**config.mk**
```make
export PLATFORM = sky130hd
export DESIGN_NAME = nuc_coef_sched_flat
export DESIGN_NICKNAME = d
export VERILOG_FILES = /design/src/rtl/nuc_coef_sched_if.sv /design/src/rtl/nuc_coef_sched.sv /design/src/flat_wrapper.sv
export SDC_FILE = /design/constraint.sdc
export NUM_CORES = 1
export LEC_CHECK = 0
export ABC_CLOCK_PERIOD_IN_PS = 6200
export BUFFER_PORTS_ARGS = -buffer_cell sky130_fd_sc_hd__clkbuf_2
export CAP_MARGIN = 15
export CELL_PAD_IN_SITES_DETAIL_PLACEMENT = 1
export CELL_PAD_IN_SITES_GLOBAL_PLACEMENT = 1
export CORE_ASPECT_RATIO = 1.2
export CORE_MARGIN = 3
export CORE_UTILIZATION = 43
export CTS_BUF_LIST = sky130_fd_sc_hd__clkbuf_16
export DETAILED_ROUTE_END_ITERATION = 8
export PLACE_DENSITY_LB_ADDON = 0.05
export SETUP_SLACK_MARGIN = 0.1
export SLEW_MARGIN = 20
export SYNTH_ARGS = -nofsm -noshare
export SYNTH_HDL_FRONTEND = slang
export SYNTH_SLANG_ARGS = --single-unit
```
**constraint.sdc**
```tcl
create_clock -name axis_aclk -period 6.2 [get_ports axis_aclk]
set_input_delay 0.62 -clock axis_aclk [delete_from_list [all_inputs] [get_ports axis_aclk]]
set_output_delay 0.62 -clock axis_aclk [all_outputs]
set_load 0.02 [all_outputs]
```
**src/rtl/nuc_coef_sched_if.sv**
```systemverilog
// Burst-read command channel from the coefficient scheduler to the memory read mover.
interface nuc_coef_sched_if;
  logic        tvalid;
  logic        tready;
  logic [31:0] addr;
  logic [22:0] btt;
  logic        sel;

  modport master (output tvalid, output addr, output btt, output sel, input tready);
  modport slave  (input tvalid, input addr, input btt, input sel, output tready);
endinterface

```
**src/rtl/nuc_coef_sched.sv**
```systemverilog
// Frame-synchronous scheduler issuing interleaved gain/offset burst reads for the NUC path,
// throttled by a burst-pair credit counter.
module nuc_coef_sched #(
  parameter int FRAME_WORDS     = 40960,
  parameter int BURST_WORDS     = 256,
  parameter int MAX_OUTSTANDING = 4
) (
  input  logic                     axis_aclk,
  input  logic                     axis_areset,
  input  logic                     enable,
  input  logic [31:0]              gain_base,
  input  logic [31:0]              ofst_base,
  input  logic                     frame_start,
  nuc_coef_sched_if.master         m_cmd,
  input  logic                     pair_done,
  output logic                     busy,
  output logic                     frame_done,
  output logic                     overrun
);

  localparam int              NB          = (FRAME_WORDS + BURST_WORDS - 1) / BURST_WORDS;
  localparam int              LAST_WORDS  = FRAME_WORDS - (NB - 1) * BURST_WORDS;
  localparam int              KW          = $clog2(NB + 1);
  localparam logic [KW-1:0]   K_LAST      = KW'(NB - 1);
  localparam logic [31:0]     BURST_BYTES = 32'(BURST_WORDS * 4);
  localparam logic [22:0]     FULL_BTT    = 23'(BURST_WORDS * 4);
  localparam logic [22:0]     LAST_BTT    = 23'(LAST_WORDS * 4);
  localparam logic [3:0]      MAX_OUT     = 4'(MAX_OUTSTANDING);

  typedef enum logic [1:0] {IDLE, ISSUE_GAIN, ISSUE_OFST, WAIT_DONE} state_t;

  state_t        state_q, state_d;
  logic [KW-1:0] k_q, k_d;
  logic [31:0]   off_q, off_d;
  logic [31:0]   gain_base_q, gain_base_d;
  logic [31:0]   ofst_base_q, ofst_base_d;
  logic [3:0]    out_q, out_d;
  logic          tvalid_q, tvalid_d;
  logic [31:0]   addr_q, addr_d;
  logic [22:0]   btt_q, btt_d;
  logic          sel_q, sel_d;
  logic          busy_q, busy_d;
  logic          frame_done_q, frame_done_d;
  logic          overrun_q, overrun_d;
  logic          hs, cred_inc, cred_dec;

  always_comb begin
    hs       = tvalid_q && m_cmd.tready;
    cred_inc = hs && (state_q == ISSUE_OFST);
    cred_dec = pair_done && (out_q != 4'd0);

    out_d = out_q;
    if (cred_inc && !cred_dec)
      out_d = out_q + 4'd1;
    else if (!cred_inc && cred_dec)
      out_d = out_q - 4'd1;

    state_d      = state_q;
    k_d          = k_q;
    off_d        = off_q;
    gain_base_d  = gain_base_q;
    ofst_base_d  = ofst_base_q;
    busy_d       = busy_q;
    frame_done_d = 1'b0;
    addr_d       = addr_q;
    btt_d        = btt_q;
    sel_d        = sel_q;

    case (state_q)
      IDLE: begin
        // The cycle carrying frame_done already counts as busy for new starts.
        if (frame_start && enable && !frame_done_q) begin
          gain_base_d = gain_base;
          ofst_base_d = ofst_base;
          k_d         = '0;
          off_d       = '0;
          busy_d      = 1'b1;
          state_d     = ISSUE_GAIN;
        end
      end
      ISSUE_GAIN: begin
        if (hs)
          state_d = ISSUE_OFST;
      end
      ISSUE_OFST: begin
        if (hs) begin
          k_d     = k_q + KW'(1);
          off_d   = off_q + BURST_BYTES;
          state_d = (k_q == K_LAST) ? WAIT_DONE : ISSUE_GAIN;
        end
      end
      WAIT_DONE: begin
        if (out_q == 4'd0) begin
          frame_done_d = 1'b1;
          busy_d       = 1'b0;
          state_d      = IDLE;
        end
      end
      default: state_d = IDLE;
    endcase

    overrun_d = frame_start && ((state_q != IDLE) || frame_done_q);

    // Command outputs are precomputed for the next state so they leave a register.
    tvalid_d = (state_d == ISSUE_OFST) || ((state_d == ISSUE_GAIN) && (out_d < MAX_OUT));
    if ((state_d == ISSUE_GAIN) || (state_d == ISSUE_OFST)) begin
      sel_d  = (state_d == ISSUE_OFST);
      addr_d = ((state_d == ISSUE_OFST) ? ofst_base_d : gain_base_d) + off_d;
      btt_d  = (k_d == K_LAST) ? LAST_BTT : FULL_BTT;
    end
  end

  always_ff @(posedge axis_aclk or posedge axis_areset) begin
    if (axis_areset) begin
      state_q      <= IDLE;
      k_q          <= '0;
      off_q        <= '0;
      gain_base_q  <= '0;
      ofst_base_q  <= '0;
      out_q        <= '0;
      tvalid_q     <= 1'b0;
      addr_q       <= '0;
      btt_q        <= '0;
      sel_q        <= 1'b0;
      busy_q       <= 1'b0;
      frame_done_q <= 1'b0;
      overrun_q    <= 1'b0;
    end else begin
      state_q      <= state_d;
      k_q          <= k_d;
      off_q        <= off_d;
      gain_base_q  <= gain_base_d;
      ofst_base_q  <= ofst_base_d;
      out_q        <= out_d;
      tvalid_q     <= tvalid_d;
      addr_q       <= addr_d;
      btt_q        <= btt_d;
      sel_q        <= sel_d;
      busy_q       <= busy_d;
      frame_done_q <= frame_done_d;
      overrun_q    <= overrun_d;
    end
  end

  assign m_cmd.tvalid = tvalid_q;
  assign m_cmd.addr   = addr_q;
  assign m_cmd.btt    = btt_q;
  assign m_cmd.sel    = sel_q;
  assign busy         = busy_q;
  assign frame_done   = frame_done_q;
  assign overrun      = overrun_q;

endmodule

```
**src/flat_wrapper.sv**
```systemverilog
// flat-port wrapper written by rule: the top's interface ports become plain ports
module nuc_coef_sched_flat 
#(
  parameter int FRAME_WORDS     = 40960,
  parameter int BURST_WORDS     = 256,
  parameter int MAX_OUTSTANDING = 4
)
  (axis_aclk, axis_areset, enable, gain_base, ofst_base, frame_start, pair_done, busy, frame_done, overrun, m_cmd_tvalid, m_cmd_addr, m_cmd_btt, m_cmd_sel, m_cmd_tready);
  nuc_coef_sched_if m_cmd_i ();
  input  logic axis_aclk;
  input  logic axis_areset;
  input  logic enable;
  input  logic [31:0] gain_base;
  input  logic [31:0] ofst_base;
  input  logic frame_start;
  input  logic pair_done;
  output logic busy;
  output logic frame_done;
  output logic overrun;
  output wire logic [$bits(m_cmd_i.tvalid)-1:0] m_cmd_tvalid;
  output wire logic [$bits(m_cmd_i.addr)-1:0] m_cmd_addr;
  output wire logic [$bits(m_cmd_i.btt)-1:0] m_cmd_btt;
  output wire logic [$bits(m_cmd_i.sel)-1:0] m_cmd_sel;
  input wire logic [$bits(m_cmd_i.tready)-1:0] m_cmd_tready;
  assign m_cmd_tvalid = m_cmd_i.tvalid;
  assign m_cmd_addr = m_cmd_i.addr;
  assign m_cmd_btt = m_cmd_i.btt;
  assign m_cmd_sel = m_cmd_i.sel;
  assign m_cmd_i.tready = m_cmd_tready;
  nuc_coef_sched #(.FRAME_WORDS(FRAME_WORDS), .BURST_WORDS(BURST_WORDS), .MAX_OUTSTANDING(MAX_OUTSTANDING)) u_core (.axis_aclk(axis_aclk), .axis_areset(axis_areset), .enable(enable), .gain_base(gain_base), .ofst_base(ofst_base), .frame_start(frame_start), .m_cmd(m_cmd_i), .pair_done(pair_done), .busy(busy), .frame_done(frame_done), .overrun(overrun));
endmodule
```
Yosys cells after proc, flatten, opt, wreduce, memory -nomap -nowiden:

Index checks and enable logic that the tools add are counted.
Widths: inputs -> output; s select.

* $add $sub $neg: 5
* magnitude comparators: 1
* eq/ne operators: 9
* mux-type cells: 24
* reductions and logical operators: 23

Operators by type and width (count)
* $mux 32: 7
* $pmux 32 s2: 1
* $add 32x11->32 const B: 1
* $add 32x32->32: 1
* $mux 8: 2
* $pmux 8 s2: 1
* $mux 2: 5
* $logic_and 1x1->1: 9
* $add 8x1->8 const B: 1
* $eq 8x8->1 const B: 1
* $mux 4: 2
* $pmux 2 s4: 1
* $eq 2x2->1 const B: 3
* $ne 2x1->1 const B: 3
* $reduce_and 3->1: 2
* $reduce_bool 2->1: 3
* $add 4x1->4 const B: 1
* $eq 2x1->1 const B: 2
* $logic_not 4->1: 1
* $lt 4x3->1 const B: 1
* $mux 1: 4
* $reduce_bool 4->1: 1
* $sub 4x1->4 const B: 1
* $logic_not 1->1: 3
* other kinds (3): 5

* bits in registers: 148
* input port bits: 70
* output and inout port bits: 60
* word-level logic and storage cells: 75

Depth between registers and ports, before layout:

* depth after elaboration: 9
* depth in mapped cells: 22
* gate-level depth less buffers: 21

Worst setup path after synthesis:

Ideal clock, no wire load.

* path kind: input port to flip-flop
* from: input m_cmd_tready
* to: register u_core.addr_q[29] (netlist: u_core.m_cmd.addr[29])
* setup time: 131 ps
* arrival time: 4108 ps
* data required time: 6069 ps
* path slack: 1961 ps
* cell stages on the path: 20
* buffers on the path: 2
* path through: nand2_1 > a41o_1 > a21oi_1 > nor3_1 > ha_1 > clkbuf_1 > inv_1 > clkbuf_1 > nor2_1 > nor2_1 > ha_1 > and3_1 > nand4_1 > o21ai_1 > or3_1 > o221ai_2 > o21ai_2 > a31oi_1 > nor4b_1 > or3_1

* word-level cells in the longest chain between the ends: 6
* elaborated cells between the ends (all ways): 11
* those cells by class: 1 x add/sub; 2 x eq/ne; 6 x mux; 2 x reduce/logical

RTL lines
* start, declared: RTL line flat_wrapper.sv:24 `input wire logic [$bits(m_cmd_i.tready)-1:0] m_cmd_tready;`
* $logic_and 1x1->1 *: RTL line nuc_coef_sched.sv:48 `hs = tvalid_q && m_cmd.tready;`
* $mux 2, on equally long branches: RTL line nuc_coef_sched.sv:86, nuc_coef_sched.sv:82
* $pmux 2 s4 *: RTL line nuc_coef_sched.sv:69 `case (state_q)`
* via u_core.state_d[1]: RTL line nuc_coef_sched.sv:32 `state_t state_q, state_d;`
* $eq 2x2->1: RTL line nuc_coef_sched.sv:106, nuc_coef_sched.sv:108
* $mux 32: RTL line nuc_coef_sched.sv:108 `addr_d = ((state_d == ISSUE_OFST) ? ofst_base_d : gain_base_d) + off_d;`
* $add 32x32->32: RTL line nuc_coef_sched.sv:108
* end signal, assigned: RTL line nuc_coef_sched.sv:136 `addr_q <= addr_d;`
* end, declared: RTL line nuc_coef_sched.sv:39 `logic [31:0] addr_q, addr_d;`

The timed path passes the listed nets; every way through them passes the cells marked *.
A chain may end at the register's enable or synchronous reset.

Worst setup path after layout:

* from: register u_core.state_q[1]
* to: register u_core.addr_q[30] (netlist: u_core.m_cmd.addr[30])

* elaborated cells between the ends (all ways): 17
* those cells by class: 1 x add/sub; 5 x eq/ne; 9 x mux; 2 x reduce/logical

RTL lines
* start, declared: RTL line nuc_coef_sched.sv:32
* start signal, assigned: RTL line nuc_coef_sched.sv:129 `state_q <= state_d;`
* $logic_not 2->1: RTL line nuc_coef_sched.sv:69
* $mux 32: RTL line nuc_coef_sched.sv:69
* via u_core.gain_base_d[0]: RTL line nuc_coef_sched.sv:35 `logic [31:0] gain_base_q, gain_base_d;`
* $mux 32: RTL line nuc_coef_sched.sv:108
* $add 32x32->32: RTL line nuc_coef_sched.sv:108

The timed path passes the listed nets, and every way through them passes these cells.

==> run_results.csv <==
group,metric,value,unit
run_status,outcome,"finished clean",
clocking,cts_resized,0,
clocking,root_buffer,"clkbuf_16",
power_and_ir_drop,p_leak,4.857,nW
placement,io_buffers,107,
clocking,h-tree-depth,4,
critical_path,crit_chain,"nor3_1 -> nor2b_4 -> nand2_1 -> nand2_1 -> nor2_1 -> nor2_1 -> ha_1 -> fa_1 -> a21oi_1 -> nand4b_1 -> a31oi_1 -> o41ai_4 -> nor3_1 -> o21ai_2 -> a21oi_1 -> nor4b_1 -> a211o_1",
critical_path,worstPathArrival,5.22,ns
floorplan,die_w,131.6,um
routing,via_per_inst,5.194,
floorplan,start_util,0.4432,
critical_path,critPathBufInv,0,
critical_path,critical-path-max-stage-delay,0.89,ns
clocking,post_cts_buffers,0,
synth,synth_area_leaders,"dfrtp_1, nand2_1, nor2_1",
grt,gr-total-overflow,0,
routing,num_vias,6934,
synth,yosys.area.top_type,"dfrtp_1",
sta,setup-tns-final,0,ns
clocking,clock_latency,0.42,ns
routing,dr.pass1.iters,4,
clocking,cts_tree,"yes",
sta,skew,0.009993,ns
sta,whs,0.3664,ns
synth,synth_edf_count,0,
critical_path,critPathRequiredTime,6.50,ns
clocking,clock_path_buffers,2,
floorplan,fp-row-count,54,
critical_path,worstPathMaxFanout,42,
grt,met3_usage,0.03505,
power_and_ir_drop,irDropWorstVdd,0.2239,mV
critical_path,path_delay_family,"simple AND/OR/NAND/NOR gates",
synth,syn-cell-area,8145,sq um
power_and_ir_drop,p_sw,1.941,mW
placement,gp_congestion,0.8177,
cells_and_area,drive_above_1_share,0.1533,
power_and_ir_drop,power.density,479.2,nW/um^2
grt,use_met1,0.3325,
grt,grtUsageMet2,0.3448,
sta,rsz0062_at_grt,"no",
sta,setup_viol,0,
critical_path,end_kind,"flip-flop",
synth,synth-seq-cells,148,
min_path,worstHoldPathType,"primary input to asynchronous set/reset pin",
clocking,cts_buffers,17,
routing,avgRoutedWirePerCell,16.86,um
floorplan,core,18380,sq um
power_and_ir_drop,p_sw_frac,0.4290,
critical_path,critPathSlowestCell,"nor2b_4",
synth,yosysTopAreaCellShare,0.4547,
power_and_ir_drop,intPower,2.583,mW
floorplan,die_area,20640,sq um
power_and_ir_drop,p_comb_frac,0.454,
power_and_ir_drop,pwr-share-clk,0.226,
floorplan,fp.dieH,156.8,um
synth,ys_types,55,
grt,grt_pass1_wl,37590,um
routing,drcViolationCount,0,
grt,top_usage_layer,"met2",
sta,fin_crit_sh,0.7930,
grt,grt_usage,0.2264,
synth,syn_inst,973,
synth,yosysWarnings,0,
grt,antenna_found_initial,0,
power_and_ir_drop,total_power,4.524,mW
sta,relSlewSlack,0.3306,
critical_path,worstSetupPathType,"flip-flop to flip-flop",
floorplan,io_pins,130,
cells_and_area,final_nets,1180,
clocking,path_clk_slew,0.06,ns
critical_path,startpoint_type,"flip-flop",
routing,drt_iter0_drc,416,
sta,drv_slew,0,
sta,worst_slew_pin_slew,1.002,ns
clocking,cts_hold_buf,0,
power_and_ir_drop,p_seq_frac,0.320,
synth,synthArstFlopShare,1.000,
placement,dp_hpwl,16210,um
grt,grt_pass1_vias,7153,
routing,wirelength,22510,um
cells_and_area,syn_to_final_growth,15.91,%
synth,ys_seq_area_frac,0.4547,
synth,ys.flop_type,"dfrtp_1",
routing,detail-route-antenna-nets,0,
clocking,clock-sinks,148,
sta,timing.fmax,0.2034,GHz
synth,syn_avg_cell_area,8.371,sq um
grt,grt_max_degree,96,
sta,hold_viol,0,
cells_and_area,fillers,2265,
flow_run,cap_violations,0,
sta,fin_crit,4.917,ns
cells_and_area,num_antenna_cells,0,
==> cells in the final DEF, fill, tap and decap left out, drive strengths merged, types with 8 or more instances in the layout <==
| master | n |
|---|---|
| nand2 | 261 |
| dfrtp | 148 |
| nor2 | 135 |
| clkbuf | 124 |
| o21ai | 72 |
| ha | 39 |
| a21oi | 31 |
| conb | 22 |
| inv | 20 |
| xor2 | 18 |
| and2 | 17 |
| nor3 | 16 |
| and3 | 14 |
| o31ai | 12 |
| nand3 | 12 |
| o21a | 10 |
| buf | 10 |
| a31oi | 9 |
| a21o | 9 |
| nor2b | 9 |
| xnor2 | 8 |
| nand4 | 8 |
==> flip-flops by register name, summed over array words and instances (netlist names), 2 cells and up <==
signal,count
u_core.gain_base_q,32
u_core.k_q,8
u_core.m_cmd.addr,32
u_core.off_q,32
u_core.ofst_base_q,32
u_core.out_q,4
u_core.state_q,2
==> layer usage <==
metal / up-vias / share of wire
met1: 3365 / 0.51
met3: 23 / 0.036
li1: 3413 / -
met4: 0 / 0.020
met2: 133 / 0.44
met5: - / 0
==> worst register-to-register path, cell delays in order, from the launching register on <==
cell and delay, ns:
dfrtp_1 0.55, nor3_1 0.44, nor2b_4 0.89, nand2_1 0.25, nand2_1 0.15, nor2_1 0.05
nor2_1 0.13, ha_1 0.23, fa_1 0.23, a21oi_1 0.09, nand4b_1 0.23, a31oi_1 0.38
o41ai_4 0.19, nor3_1 0.37, o21ai_2 0.09, a21oi_1 0.21, nor4b_1 0.08, a211o_1 0.23
==> synthesized netlist by cell type, types with 3 or more instances <==
cell / number
a211oi_1: 5
o21ai_2: 3
nor2_1: 135
inv_1: 17
o211ai_1: 4
nand2b_1: 7
ha_1: 39
nor2b_1: 9
and3_1: 14
o21bai_1: 3
buf_4: 22
o31ai_1: 12
nand4_1: 8
xnor2_1: 8
dfrtp_1: 148
a21o_1: 9
o21ai_1: 26
nor3_1: 15
and4_1: 3
and2_1: 17
a21oi_1: 31
xor2_1: 18
o21ai_0: 43
a22o_1: 6
o21a_1: 10
buf_1: 8
mux2_2: 5
nand2_1: 261
or3_1: 4
a31oi_1: 9
clkbuf_1: 30
nand3_1: 12
==> power by group through the flow <==
stage                     Sequential, mW  Combinational [mW]  Clock, mW
after floorplan                     1.55                1.34          0
after global placement              1.46                2.00          0
after detailed placement            1.47                2.05          0
after CTS                           1.45                2.07       1.04
after global routing                1.48                2.32       1.09
final                               1.45                2.05       1.02
==> stage by stage <==
| stage | setup slack [ns] | instance area (sq um) | cells | utilization |
|---|---|---|---|---|
| 5_1_grt | 0.8634 | 9442 | 1335 | 0.5138 |
| 3_5_place_dp | 1.254 | 8862 | 1303 | 0.4822 |
| 4_1_cts | 1.200 | 9442 | 1335 | 0.5138 |
| 3_3_place_gp | 1.370 | 8862 | 1303 | 0.4822 |
| 6_report | 1.283 | 9442 | 1335 | 0.5138 |
| 2_1_floorplan | 1.600 | 8224 | 994 | - |
==> cell type report <==
cell class	count	area, sq um	share of cell area
Inverter	17	68.82	0.007289
Multi-Input combinational cell	769	4164	0.4410
Clock buffer	17	425.4	0.04506
Timing Repair Buffer	117	610.6	0.06467
Clock inverter	15	153.9	0.01630
Sequential cell	148	3704	0.3923
Tap cell	252	315.3	0.03340
==> cell families after synthesis <==
logic type      synth area share
compound gates            0.1424
xor+xnor                 0.02796
fa+ha+maj                0.06237
buf+inv                  0.04562
flops                     0.4547
mux                     0.009370
other cells            0.0004604
simple gates              0.2571
==> final timing paths <==
check	from	to	slack, ns	depth (start not counted)
max	u_core.state_q[1]$_DFF_PP0_	u_core.m_cmd.addr[30]$_DFFE_PP0P_	1.28	17
min	axis_areset	u_core.ofst_base_q[6]$_DFF_PP0_	0.37	2
max reg2reg	u_core.state_q[1]$_DFF_PP0_	u_core.m_cmd.addr[30]$_DFFE_PP0P_	1.28	17
min reg2reg	u_core.m_cmd.btt[10]$_DFFE_PP0P_	u_core.m_cmd.btt[10]$_DFFE_PP0P_	0.47	1
max in group asynchronous	axis_areset	u_core.off_q[13]$_DFF_PP0_	4.53	3
min in group axis_aclk	gain_base[5]	u_core.gain_base_q[5]$_DFF_PP0_	0.42	3
Note: power is estimated with default switching activity, not from simulation.
